## config.mk

```make
export PLATFORM = sky130hd
export DESIGN_NAME = lcd_grid_pic_flat
export DESIGN_NICKNAME = d
export VERILOG_FILES = /design/src/rtl/lcd_grid_pic_if.sv /design/src/rtl/lcd_grid_pic.sv /design/src/flat_wrapper.sv
export SDC_FILE = /design/constraint.sdc
export NUM_CORES = 1
export LEC_CHECK = 0
export ABC_AREA = 0
export BUFFER_PORTS_ARGS = -buffer_cell sky130_fd_sc_hd__buf_2
export CAP_MARGIN = 20
export CORE_MARGIN = 10
export CORE_UTILIZATION = 54
export DETAILED_ROUTE_END_ITERATION = 7
export PLACE_DENSITY = 0.84
export SYNTH_ARGS = -nofsm -noshare
export SYNTH_HDL_FRONTEND = slang
export SYNTH_SLANG_ARGS = --single-unit
```

## constraint.sdc

```tcl
create_clock -name clk_in -period 7.9 [get_ports clk_in]
set_input_delay 1.975 -clock clk_in [delete_from_list [all_inputs] [get_ports clk_in]]
set_output_delay 1.975 -clock clk_in [all_outputs]
set_load 0.02 [all_outputs]
```

## src/rtl/lcd_grid_pic_if.sv

```systemverilog
// Pixel/cursor bus between the LCD timing driver, keypad controller and the
// lcd_grid_pic pixel generator. The master drives coordinates and cursor
// state; the slave (pixel generator) returns colour and flash status.
interface lcd_grid_pic_if;
  logic [10:0] pix_x;
  logic [10:0] pix_y;
  logic        pix_valid;
  logic [3:0]  cursor_x;
  logic [3:0]  cursor_y;
  logic        select;
  logic [23:0] pix_data;
  logic        pix_data_valid;
  logic        flash_busy;

  modport master (
    output pix_x, pix_y, pix_valid, cursor_x, cursor_y, select,
    input  pix_data, pix_data_valid, flash_busy
  );

  modport slave (
    input  pix_x, pix_y, pix_valid, cursor_x, cursor_y, select,
    output pix_data, pix_data_valid, flash_busy
  );
endinterface

```

## src/rtl/lcd_grid_pic.sv

```systemverilog
// lcd_grid_pic: 2-stage pipelined keypad-screen pixel generator.
// Stage 1 does the button hit test, stage 2 picks the colour.
// Cursor highlight blinks every BLINK_FRAMES frames; a select flashes the
// chosen button RED for FLASH_FRAMES frames.
// Optional macro LCD_GRID_BORDER_EN adds a 2-pixel black frame inside each
// button (overrides GRAY/ORANGE, not RED).
module lcd_grid_pic #(
  parameter int ROWS         = 4,
  parameter int COLS         = 3,
  parameter int BTN_W        = 60,
  parameter int BTN_H        = 60,
  parameter int GAP_X        = 20,
  parameter int GAP_Y        = 20,
  parameter int ORIGIN_X     = 100,
  parameter int ORIGIN_Y     = 150,
  parameter int BANNER_H     = 100,
  parameter int BLINK_FRAMES = 30,
  parameter int FLASH_FRAMES = 10
) (
  input logic          clk_in,
  input logic          sys_rst,
  lcd_grid_pic_if.slave bus
);

  localparam logic [23:0] BLACK  = 24'h000000;
  localparam logic [23:0] RED    = 24'hFF0000;
  localparam logic [23:0] ORANGE = 24'hFFA500;
  localparam logic [23:0] GRAY   = 24'hBEBEBE;
  localparam logic [23:0] YELLOW = 24'hFFFF00;
  localparam logic [23:0] WHITE  = 24'hFFFFFF;

  localparam int BW = (BLINK_FRAMES > 1) ? $clog2(BLINK_FRAMES) : 1;
  localparam int FW = (FLASH_FRAMES > 1) ? $clog2(FLASH_FRAMES) : 1;
  localparam logic [BW-1:0] BLINK_LAST = BW'(BLINK_FRAMES - 1);
  localparam logic [FW-1:0] FLASH_LAST = FW'(FLASH_FRAMES - 1);
  localparam logic [3:0]    ROWS_L     = 4'(ROWS);
  localparam logic [3:0]    COLS_L     = 4'(COLS);
  localparam logic [11:0]   BANNER_L   = 12'(BANNER_H);

  typedef enum logic {IDLE, FLASH} flash_state_t;

  logic [11:0]     x_ext, y_ext;
  logic [COLS-1:0] col_hit;
  logic [ROWS-1:0] row_hit;
  logic [3:0]      col_idx, row_idx;
  logic            in_button_c, cursor_ok, cursor_hit_c, frame_tick;

  assign x_ext = {1'b0, bus.pix_x};
  assign y_ext = {1'b0, bus.pix_y};

`ifdef LCD_GRID_BORDER_EN
  logic [COLS-1:0] col_edge;
  logic [ROWS-1:0] row_edge;
  logic            border_c, border_reg;
`endif

  // Per-column and per-row span tests; a pixel is in a button when both hit
  genvar gi;
  generate
    for (gi = 0; gi < COLS; gi++) begin : g_col
      localparam logic [11:0] LEFT  = 12'(ORIGIN_X + gi * (BTN_W + GAP_X));
      localparam logic [11:0] RIGHT = 12'(ORIGIN_X + gi * (BTN_W + GAP_X) + BTN_W);
      assign col_hit[gi] = (x_ext >= LEFT) && (x_ext < RIGHT);
`ifdef LCD_GRID_BORDER_EN
      assign col_edge[gi] = (x_ext < LEFT + 12'd2) || (x_ext >= RIGHT - 12'd2);
`endif
    end
    for (gi = 0; gi < ROWS; gi++) begin : g_row
      localparam logic [11:0] TOP = 12'(ORIGIN_Y + gi * (BTN_H + GAP_Y));
      localparam logic [11:0] BOT = 12'(ORIGIN_Y + gi * (BTN_H + GAP_Y) + BTN_H);
      assign row_hit[gi] = (y_ext >= TOP) && (y_ext < BOT);
`ifdef LCD_GRID_BORDER_EN
      assign row_edge[gi] = (y_ext < TOP + 12'd2) || (y_ext >= BOT - 12'd2);
`endif
    end
  endgenerate

  // Encode the hit column/row into an index (spans never overlap)
  always_comb begin
    col_idx = '0;
    row_idx = '0;
    for (int c = 0; c < COLS; c++) if (col_hit[c]) col_idx = 4'(c);
    for (int r = 0; r < ROWS; r++) if (row_hit[r]) row_idx = 4'(r);
  end

  assign in_button_c  = (|col_hit) && (|row_hit);
  assign cursor_ok    = (bus.cursor_x < COLS_L) && (bus.cursor_y < ROWS_L);
  assign cursor_hit_c = in_button_c && cursor_ok &&
                        (col_idx == bus.cursor_x) && (row_idx == bus.cursor_y);
`ifdef LCD_GRID_BORDER_EN
  assign border_c = in_button_c && ((|(col_hit & col_edge)) || (|(row_hit & row_edge)));
`endif

  // Frame tick fires on the first origin cycle only, even if coordinates hold
  logic origin_c, origin_prev_reg;
  assign origin_c   = bus.pix_valid && (bus.pix_x == 11'd0) && (bus.pix_y == 11'd0);
  assign frame_tick = origin_c && !origin_prev_reg;

  // Stage 1 pipeline registers plus origin edge history
  logic       in_button_reg, in_banner_reg, valid_reg, cursor_hit_reg;
  logic [3:0] btn_row_reg, btn_col_reg;
  always_ff @(posedge clk_in) begin
    if (sys_rst) begin
      in_button_reg   <= 1'b0;
      in_banner_reg   <= 1'b0;
      valid_reg       <= 1'b0;
      cursor_hit_reg  <= 1'b0;
      btn_row_reg     <= '0;
      btn_col_reg     <= '0;
      origin_prev_reg <= 1'b0;
`ifdef LCD_GRID_BORDER_EN
      border_reg      <= 1'b0;
`endif
    end else begin
      in_button_reg   <= in_button_c;
      in_banner_reg   <= (y_ext < BANNER_L);
      valid_reg       <= bus.pix_valid;
      cursor_hit_reg  <= cursor_hit_c;
      btn_row_reg     <= row_idx;
      btn_col_reg     <= col_idx;
      origin_prev_reg <= origin_c;
`ifdef LCD_GRID_BORDER_EN
      border_reg      <= border_c;
`endif
    end
  end

  // Blink counter: toggle the cursor phase every BLINK_FRAMES frame ticks
  logic [BW-1:0] blink_cnt_reg;
  logic          blink_phase_reg;
  always_ff @(posedge clk_in) begin
    if (sys_rst) begin
      blink_cnt_reg   <= '0;
      blink_phase_reg <= 1'b1;
    end else if (frame_tick) begin
      if (blink_cnt_reg == BLINK_LAST) begin
        blink_cnt_reg   <= '0;
        blink_phase_reg <= ~blink_phase_reg;
      end else begin
        blink_cnt_reg <= blink_cnt_reg + BW'(1);
      end
    end
  end

  // Flash FSM state register
  flash_state_t  state_reg, state_next;
  logic [FW-1:0] flash_cnt_reg, flash_cnt_next;
  logic [3:0]    flash_row_reg, flash_row_next, flash_col_reg, flash_col_next;
  always_ff @(posedge clk_in) begin
    if (sys_rst) begin
      state_reg     <= IDLE;
      flash_cnt_reg <= '0;
      flash_row_reg <= '0;
      flash_col_reg <= '0;
    end else begin
      state_reg     <= state_next;
      flash_cnt_reg <= flash_cnt_next;
      flash_row_reg <= flash_row_next;
      flash_col_reg <= flash_col_next;
    end
  end

  // Flash FSM next state: a valid select (re)latches and wins over completion
  always_comb begin
    state_next     = state_reg;
    flash_cnt_next = flash_cnt_reg;
    flash_row_next = flash_row_reg;
    flash_col_next = flash_col_reg;
    if (bus.select && cursor_ok) begin
      state_next     = FLASH;
      flash_cnt_next = '0;
      flash_row_next = bus.cursor_y;
      flash_col_next = bus.cursor_x;
    end else if (state_reg == FLASH && frame_tick) begin
      if (flash_cnt_reg == FLASH_LAST) begin
        state_next     = IDLE;
        flash_cnt_next = '0;
      end else begin
        flash_cnt_next = flash_cnt_reg + FW'(1);
      end
    end
  end

  assign bus.flash_busy = (state_reg == FLASH);

  // Stage 2 colour selection in priority order
  logic        flash_hit;
  logic [23:0] colour_next;
  assign flash_hit = (state_reg == FLASH) && in_button_reg &&
                     (btn_row_reg == flash_row_reg) && (btn_col_reg == flash_col_reg);
  always_comb begin
    colour_next = WHITE;
    if (!valid_reg)                            colour_next = BLACK;
    else if (flash_hit)                        colour_next = RED;
`ifdef LCD_GRID_BORDER_EN
    else if (border_reg)                       colour_next = BLACK;
`endif
    else if (cursor_hit_reg && blink_phase_reg) colour_next = ORANGE;
    else if (in_button_reg)                    colour_next = GRAY;
    else if (in_banner_reg)                    colour_next = YELLOW;
  end

  // Stage 2 output registers
  logic [23:0] pix_data_reg;
  logic        pix_data_valid_reg;
  always_ff @(posedge clk_in) begin
    if (sys_rst) begin
      pix_data_reg       <= BLACK;
      pix_data_valid_reg <= 1'b0;
    end else begin
      pix_data_reg       <= colour_next;
      pix_data_valid_reg <= valid_reg;
    end
  end

  assign bus.pix_data       = pix_data_reg;
  assign bus.pix_data_valid = pix_data_valid_reg;

endmodule

```

## src/flat_wrapper.sv

```systemverilog
// flat-port wrapper written by rule: the top's interface ports become plain ports
module lcd_grid_pic_flat 
#(
  parameter int ROWS         = 4,
  parameter int COLS         = 3,
  parameter int BTN_W        = 60,
  parameter int BTN_H        = 60,
  parameter int GAP_X        = 20,
  parameter int GAP_Y        = 20,
  parameter int ORIGIN_X     = 100,
  parameter int ORIGIN_Y     = 150,
  parameter int BANNER_H     = 100,
  parameter int BLINK_FRAMES = 30,
  parameter int FLASH_FRAMES = 10
)
  (clk_in, sys_rst, bus_pix_x, bus_pix_y, bus_pix_valid, bus_cursor_x, bus_cursor_y, bus_select, bus_pix_data, bus_pix_data_valid, bus_flash_busy);
  lcd_grid_pic_if bus_i ();
  input logic clk_in;
  input logic sys_rst;
  input wire logic [$bits(bus_i.pix_x)-1:0] bus_pix_x;
  input wire logic [$bits(bus_i.pix_y)-1:0] bus_pix_y;
  input wire logic [$bits(bus_i.pix_valid)-1:0] bus_pix_valid;
  input wire logic [$bits(bus_i.cursor_x)-1:0] bus_cursor_x;
  input wire logic [$bits(bus_i.cursor_y)-1:0] bus_cursor_y;
  input wire logic [$bits(bus_i.select)-1:0] bus_select;
  output wire logic [$bits(bus_i.pix_data)-1:0] bus_pix_data;
  output wire logic [$bits(bus_i.pix_data_valid)-1:0] bus_pix_data_valid;
  output wire logic [$bits(bus_i.flash_busy)-1:0] bus_flash_busy;
  assign bus_i.pix_x = bus_pix_x;
  assign bus_i.pix_y = bus_pix_y;
  assign bus_i.pix_valid = bus_pix_valid;
  assign bus_i.cursor_x = bus_cursor_x;
  assign bus_i.cursor_y = bus_cursor_y;
  assign bus_i.select = bus_select;
  assign bus_pix_data = bus_i.pix_data;
  assign bus_pix_data_valid = bus_i.pix_data_valid;
  assign bus_flash_busy = bus_i.flash_busy;
  lcd_grid_pic #(.ROWS(ROWS), .COLS(COLS), .BTN_W(BTN_W), .BTN_H(BTN_H), .GAP_X(GAP_X), .GAP_Y(GAP_Y), .ORIGIN_X(ORIGIN_X), .ORIGIN_Y(ORIGIN_Y), .BANNER_H(BANNER_H), .BLINK_FRAMES(BLINK_FRAMES), .FLASH_FRAMES(FLASH_FRAMES)) u_core (.clk_in(clk_in), .sys_rst(sys_rst), .bus(bus_i));
endmodule
```

==> impl_metrics.tcl, run 1 <==
set metrics [dict create \
    global_route_wire_length_before_repair_mm 6.73 \
    n_antenna_cell 0 \
    clock_tree.htree_level_count 2 \
    port-buffer-count 59 \
    largest_family_of_logic_cells_by_synthesized_area "simple AND/OR/NAND/NOR gates" \
    postLayoutCellArea_um2 2150 \
    postCtsSetupRepairBufs 0 \
    worst-slew-pin-transition_ns 0.572 \
    post_dp_cell_area_um2 2100 \
    synthDistinctLibCells 49 \
    critical_path.reg2reg.startpoint "u_core.origin_prev_reg" \
    max_slew_margin 0.618 \
    clock_sink_count 37 \
    combined_area_of_all_synthesized_cells_um2 1900 \
    finish.cell_count_without_fillers 311 \
    synth_warnings 0 \
    drc 0 \
    placedCellCount 303 \
    synthesized_instance_count 219 \
    setup_violation_total_in_the_final_timing_report 0 \
    holdBufCountCts 0 \
    fin_util 0.640 \
    power_density_nw_per_um2 152 \
    grt_antenna_before_repair 0 \
    r2r.worst_path.cells 4 \
    worst_setup_path_end_kind "register" \
    min_to "u_core.bus.pix_data[6]" \
    whs_path_depth 1 \
    core_region_area_um2 3360 \
    critPathLaunchType "input port" \
    muxShareOfSynthArea 0.0263 \
    router_iterations_before_antenna_repair 4 \
    holdCritStartpoint "u_core.in_banner_reg" \
    initial_core_util 0.565 \
    detail_route.wirelength_mm 4.05 \
    worst_ep_arrival_time_ns 3.97 \
    die_h_um 79.3 \
    latest_clock_arrival_within_the_worst_skew_pair_ns 0.34 \
    crit_chain "buf_2, or4_4, a311o_1, o22ai_1, xor2_1, or4_1, a2111oi_2" \
    area_growth_syn_to_layout_pct 13.3 \
    clock_transition_at_the_registers_of_the_reported_paths_ns 0.10 \
    hold_violations 0 \
    rrSetupSlack_ns 6.29 \
    cts-buffers-inserted 5 \
    synth_area_in_simple_gates 0.313 \
    min-delay-path-class "reg -> reg" \
    synth_fa_ha_area_frac 0.0132 \
    wire_per_inst_um 13.0 \
    placement_rows 21 \
    power.static_leakage_nw 0.959 \
    timing.fmax_ghz 0.269 \
    timing.setup.critical_path_class "in -> reg" \
    critical-path-max-stage-delay_ns 0.54 \
    fin_skew_ns 0.0106 \
    cp_slowest_cell "sky130_fd_sc_hd__or4_4" \
    detailed_place_hpwl_mm 3.32 \
    maximum_number_of_pins_on_one_net_before_global_route_repair 22 \
    dp_worst_setup_slack_ns 3.82 \
    fp.dieArea_um2 6290 \
    worstPathMaxFanout 8 \
    rr_endpoint "u_core.flash_cnt_reg[1]" \
    postSynthNetCount 255 \
    synth_compound_gate_area_share 0.132 \
    post_synth_arst_share 0 \
    synth_edf_count 0 \
    route.detailed.vias_per_inst 5.41 \
    finalMaxSlewViolations 0 \
    clock_tree_from_tritoncts "yes" \
    largest_register_ffs 8 \
    via_count_of_the_first_global_routing_pass 1546 \
    die_width_um 79.3 \
    nFillCells 312 \
    worst_ir_drop_vdd_mv 0.0743 \
    crit_required_ns 8.14 \
    global_route.overflow_total 0 \
    fin_tns_setup_ns 0 \
    post-route-period-util 0.471 \
    root_buffer "sky130_fd_sc_hd__clkbuf_4" \
    seq_area_frac_synth 0.390 \
    setup_ws_ns 4.18 \
    run_status "finished clean" \
    max_cap_viols 0 \
    totalPowerFinal_uw 327 \
    drive_above_1_share 0.272 \
    cts_resized 0 \
    grt_use_total 0.130 \
    ioPinCount 60 \
    postSynth.topFlopCell "sky130_fd_sc_hd__dfxtp_1" \
    num-nets-final 300 \
    post-route-min-period_ns 3.72 \
    ys_seq_elements 37 \
    synth_xor_xnor_area_share 0.0369 \
    initialDrtViolationCount 45 \
    fin_worst_hold_slack_ns 0.423 \
    antenna_violation_net_count_after_detailed_routing 0 \
    gpl.final_weighted_congestion 0.857 \
    avgSynthCellArea_um2 8.68 \
    routed-via-count 1683 \
    unrepaired_setup_endpoints_after_global_routing "false" \
    cts-root-to-sink-buffers 2 \
]
[cells by family (layout without fill, tap and decap cells)]
family,count (synthesis),count (layout)
buffers and inverters,26,72
AOI/OAI and AO/OA,36,36
adders and majority gates,2,2
and+or+nand+nor,105,105
xor gates and xnor gates,8,8
muxes,5,5
DFF,37,37
[power by group]
part / switching (mW) / internal (mW) / leakage (nW)
Combinational: 0.0273 / 0.0177 / 0.632
Clock: 0.0563 / 0.0354 / 0.0265
Sequential: 0.00147 / 0.189 / 0.300
Total: 0.0851 / 0.242 / 0.959
[worst max path at each step]
stage,slack (ns),start,cells after the start,to
after floorplan,3.96,bus_pix_y[4],7,u_core.cursor_hit_reg
after global placement,3.87,bus_pix_y[3],7,u_core.cursor_hit_reg
after detailed placement,3.82,bus_pix_y[3],7,u_core.cursor_hit_reg
after CTS,4.18,bus_pix_y[3],7,u_core.cursor_hit_reg
after global routing,4.03,bus_pix_y[9],7,u_core.flash_cnt_reg[1]
final,4.18,bus_pix_y[3],7,u_core.cursor_hit_reg
[worst max-delay path: cells and delay by family]
family | cells | cell delay, ns
AO/OA/AOI/OAI | 3 | 0.74
XOR/XNOR | 1 | 0.08
buffers and inverters | 1 | 0.14
AND/OR/NAND/NOR | 2 | 1.02
[cells in the final DEF, fill, tap and decap left out, drive strengths merged, types with 2 or more instances in the layout]
master	n
inv	5
nor2	20
nand2	17
ha	2
nor3b	2
or4	2
and2	8
and3	3
nor2b	10
dfxtp	37
nor4	8
nor4b	2
or3	4
clkbuf	8
o2111ai	2
nand2b	3
nand4	5
xor2	8
nand4b	5
nor3	10
o22ai	2
a21oi	11
nand3	3
buf	59
mux2i	5
a211oi	2
o21ai	8
[layer usage]
layer  vias to the layer above  wire (µm)  GRT usage
met2                        59       1880      0.219
met3                        11        380     0.0586
met1                       748       1680      0.135
met5                         -          0          0
met4                         0        108     0.0663
li1                        865          -          -
[cells in the mapped netlist, types with 2 or more instances]
cell type | count | area, µm²
sky130_fd_sc_hd__mux2i_1 | 5 | 50.1
sky130_fd_sc_hd__a21oi_1 | 11 | 55.1
sky130_fd_sc_hd__inv_1 | 5 | 18.8
sky130_fd_sc_hd__nor3_1 | 8 | 40.0
sky130_fd_sc_hd__nand2b_1 | 3 | 18.8
sky130_fd_sc_hd__nor4b_1 | 2 | 17.5
sky130_fd_sc_hd__nor3b_1 | 2 | 15.0
sky130_fd_sc_hd__nand4_1 | 5 | 31.3
sky130_fd_sc_hd__nand3_1 | 3 | 15.0
sky130_fd_sc_hd__or3_1 | 4 | 25.0
sky130_fd_sc_hd__nor2b_1 | 10 | 62.6
sky130_fd_sc_hd__o2111ai_1 | 2 | 17.5
sky130_fd_sc_hd__clkbuf_1 | 2 | 7.51
sky130_fd_sc_hd__o21ai_0 | 7 | 35.0
sky130_fd_sc_hd__nand2_1 | 17 | 63.8
sky130_fd_sc_hd__a211oi_1 | 2 | 15.0
sky130_fd_sc_hd__dfxtp_1 | 37 | 741
sky130_fd_sc_hd__and3_1 | 3 | 18.8
sky130_fd_sc_hd__buf_2 | 2 | 10.0
sky130_fd_sc_hd__nor2_1 | 19 | 71.3
sky130_fd_sc_hd__nand4b_1 | 5 | 43.8
sky130_fd_sc_hd__xor2_1 | 8 | 70.1
sky130_fd_sc_hd__buf_4 | 16 | 120
sky130_fd_sc_hd__ha_1 | 2 | 25.0
sky130_fd_sc_hd__and2_1 | 8 | 50.1
sky130_fd_sc_hd__nor4_1 | 8 | 50.1
[final cells by class]
class                      instances  area [µm²]  area share
multi-input combinational        156         992       0.461
inverter                           5        18.8     0.00872
clock buffer                       8        48.8      0.0227
tap                               46        57.6      0.0267
timing repair buffer              59         295       0.137
sequential                        37         741       0.344
Power figures use the tool's default switching activity.
==> run 2, diff against run 1 <==
- ABC_AREA: 0 -> 1
- CORE_UTILIZATION: 54 -> 51
- PLACE_DENSITY: 0.84 -> 0.79
- clock period: 7.9 -> 3.89 ns (I/O delays scaled with it)
==> impl_metrics.tcl, run 2 <==
set metrics [dict create \
    nFillCells 358 \
    p_int_uw 678 \
    gpl.final_weighted_congestion 0.870 \
    fin_skew_ns 0.00629 \
    setup_ws_ns 1.90 \
    drive_above_1_share 0.237 \
    share_comb_of_total_power 0.110 \
    hold_violations 0 \
    largest_register_ffs 8 \
    core_region_area_um2 3770 \
    cp_slowest_cell "sky130_fd_sc_hd__o21ai_1" \
    worst-path-buf-inv 1 \
    largest_family_of_logic_cells_by_synthesized_area "simple AND/OR/NAND/NOR gates" \
    synth_top_cells_by_count "sky130_fd_sc_hd__nand2_1 (65), sky130_fd_sc_hd__inv_1 (41), sky130_fd_sc_hd__nor2_1 (39)" \
    route.detailed.vias_per_inst 4.90 \
    n_antenna_cell 0 \
    muxShareOfSynthArea 0 \
    post-route-period-util 0.510 \
    synth_warnings 0 \
    antenna_violation_net_count_after_detailed_routing 0 \
    cell_types_with_the_largest_area_share_after_synthesis "sky130_fd_sc_hd__dfxtp_1 (36%), sky130_fd_sc_hd__nand2_1 (12%), sky130_fd_sc_hd__inv_1 (7.6%)" \
    run_status "finished clean" \
    avgSynthCellArea_um2 6.79 \
    finalMaxSlewViolations 0 \
    multi_input_comb_area_um2 1010 \
    netlist.top_cell.by_area "sky130_fd_sc_hd__dfxtp_1" \
    finish.cell_count_without_fillers 398 \
    timing.fmax_ghz 0.504 \
    max_slew_margin 0.746 \
    worst_ir_drop_vdd_mv 0.143 \
    area_growth_syn_to_layout_pct 18.1 \
    routed-via-count 1951 \
    worst-slew-pin-transition_ns 0.377 \
    placement_rows 22 \
    ioPinCount 60 \
    root_buffer "sky130_fd_sc_hd__clkbuf_8" \
    power_density_nw_per_um2 368 \
    port-buffer-count 59 \
    postLayoutCellArea_um2 2410 \
    die_width_um 83.2 \
    initialDrtViolationCount 96 \
    wire_per_inst_um 11.5 \
    timing.setup.critical_path_class "in -> reg" \
    ys_seq_elements 37 \
    detailed_place_hpwl_mm 3.77 \
    clock_tree_from_tritoncts "yes" \
    latest_clock_arrival_within_the_worst_skew_pair_ns 0.29 \
    synth_edf_count 0 \
    synthesized_instance_count 300 \
    grt_util_met2 0.221 \
    power_frac_seq 0.439 \
    post_synth_arst_share 0 \
    crit_chain "buf_2, nor2_2, nand2_2, nor2_1, nand3_1, nor2_4, nand2_1, o21ai_1, nand3b_1" \
    synth_area_in_simple_gates 0.380 \
    die_h_um 83.2 \
    holdBufCountCts 0 \
    commonest_non_fill_non_tap_cell_in_the_layout "sky130_fd_sc_hd__nand2_1" \
    most_congested_layer_reported_by_global_routing "met2" \
    drc 0 \
    seq_area_frac_synth 0.364 \
    dp_worst_setup_slack_ns 1.59 \
    grt_antenna_before_repair 0 \
    critical-path-max-stage-delay_ns 0.18 \
    placedCellCount 390 \
    cts-buffers-inserted 5 \
    power.static_leakage_nw 1.19 \
    crit_family "simple AND/OR/NAND/NOR gates" \
    gr-usage-met1 0.145 \
    num-nets-final 385 \
    cts-root-to-sink-buffers 2 \
    fp.dieArea_um2 6920 \
    clock_tree.htree_level_count 2 \
    router_iterations_before_antenna_repair 5 \
    postSynth.topFlopCell "sky130_fd_sc_hd__dfxtp_1" \
    fin_util 0.638 \
    clock_transition_at_the_registers_of_the_reported_paths_ns 0.08 \
    via_count_of_the_first_global_routing_pass 1909 \
    crit_required_ns 4.06 \
    synth_top_cell_area_share 0.364 \
    detail_route.wirelength_mm 4.58 \
    met3_usage 0.0527 \
    post-synth-top-count-cell "sky130_fd_sc_hd__nand2_1" \
    worst_ep_arrival_time_ns 2.16 \
    postCtsSetupRepairBufs 0 \
    maximum_number_of_pins_on_one_net_before_global_route_repair 16 \
    footprint_of_the_flip_flops_and_latches_um2 741 \
    fin_worst_hold_slack_ns 0.437 \
    critPathLaunchType "input port" \
    netSwitchingFraction 0.234 \
    totalPowerFinal_uw 884 \
    synth_xor_xnor_area_share 0.0258 \
    clock_sink_count 37 \
    unrepaired_setup_endpoints_after_global_routing "false" \
    grt_use_total 0.133 \
    total_switching_power_uw 207 \
    combined_area_of_all_synthesized_cells_um2 2040 \
    postSynthNetCount 336 \
    global_route.overflow_total 0 \
    max_cap_viols 0 \
    initial_core_util 0.540 \
    synth_compound_gate_area_share 0.0780 \
    synth_fa_ha_area_frac 0.0123 \
    setup_violation_total_in_the_final_timing_report 0 \
    min-delay-path-class "reg -> reg" \
    synthDistinctLibCells 30 \
    global_route_wire_length_before_repair_mm 7.97 \
    fin_tns_setup_ns 0 \
    worstPathMaxFanout 7 \
    post-route-min-period_ns 1.99 \
    worst_setup_path_end_kind "register" \
    layout_common_cells "sky130_fd_sc_hd__nand2_1 (65), sky130_fd_sc_hd__buf_2 (59), sky130_fd_sc_hd__inv_1 (41), sky130_fd_sc_hd__nor2_1 (39), sky130_fd_sc_hd__dfxtp_1 (37)" \
    cts_resized 0 \
    post_dp_cell_area_um2 2270 \
    p_clk_frac 0.451 \
]
## run 2: cell types whose count changed after synthesis, moves of 5 or more
cell                       delta
sky130_fd_sc_hd__nand2_1     +48
sky130_fd_sc_hd__and2_1       -8
sky130_fd_sc_hd__inv_1       +36
sky130_fd_sc_hd__nand4b_1     -5
sky130_fd_sc_hd__nand3_1     +23
sky130_fd_sc_hd__nor2b_1     -10
sky130_fd_sc_hd__nor2_1      +20
sky130_fd_sc_hd__xor2_1       -5
sky130_fd_sc_hd__a21oi_1      +8
sky130_fd_sc_hd__mux2i_1      -5
## run 2: cells by family after synthesis
family	count (synthesis)
AO/OA/AOI/OAI	30
flip-flops	37
adder cells (fa/ha/maj)	2
buffers and inverters	60
XOR/XNOR	6
AND/OR/NAND/NOR	165
## run 2: worst paths after layout
path	from	to	slack, ns	cells after the start
min reg2reg	u_core.in_banner_reg	u_core.bus.pix_data[6]	0.44	1
max reg2reg	u_core.bus.flash_busy	u_core.bus.pix_data[8]	2.58	5
min	u_core.in_banner_reg	u_core.bus.pix_data[6]	0.44	1
max	bus_pix_x[5]	u_core.blink_phase_reg	1.90	9
## run 2: power groups by stage
stage               clock network (mW)  registers, mW  logic, mW
finish                           0.399          0.388     0.0974
global route                     0.424          0.389      0.109
floorplan                            0          0.402     0.0582
CTS                              0.405          0.388     0.0981
detailed placement                   0          0.397     0.0978
global placement                     0          0.397     0.0964
## run 2: metal layers
metal	up-vias	share of wire
li1	1039	-
met1	850	0.43
met2	55	0.48
met3	7	0.066
met4	0	0.018
met5	-	0
## run 2: cell type report
class                      count  area share
tap                           48      0.0250
sequential                    37       0.308
inverter                      43      0.0671
multi-input combinational    203       0.420
clock buffer                   5      0.0286
clock inverter                 3      0.0286
timing repair buffer          59       0.123
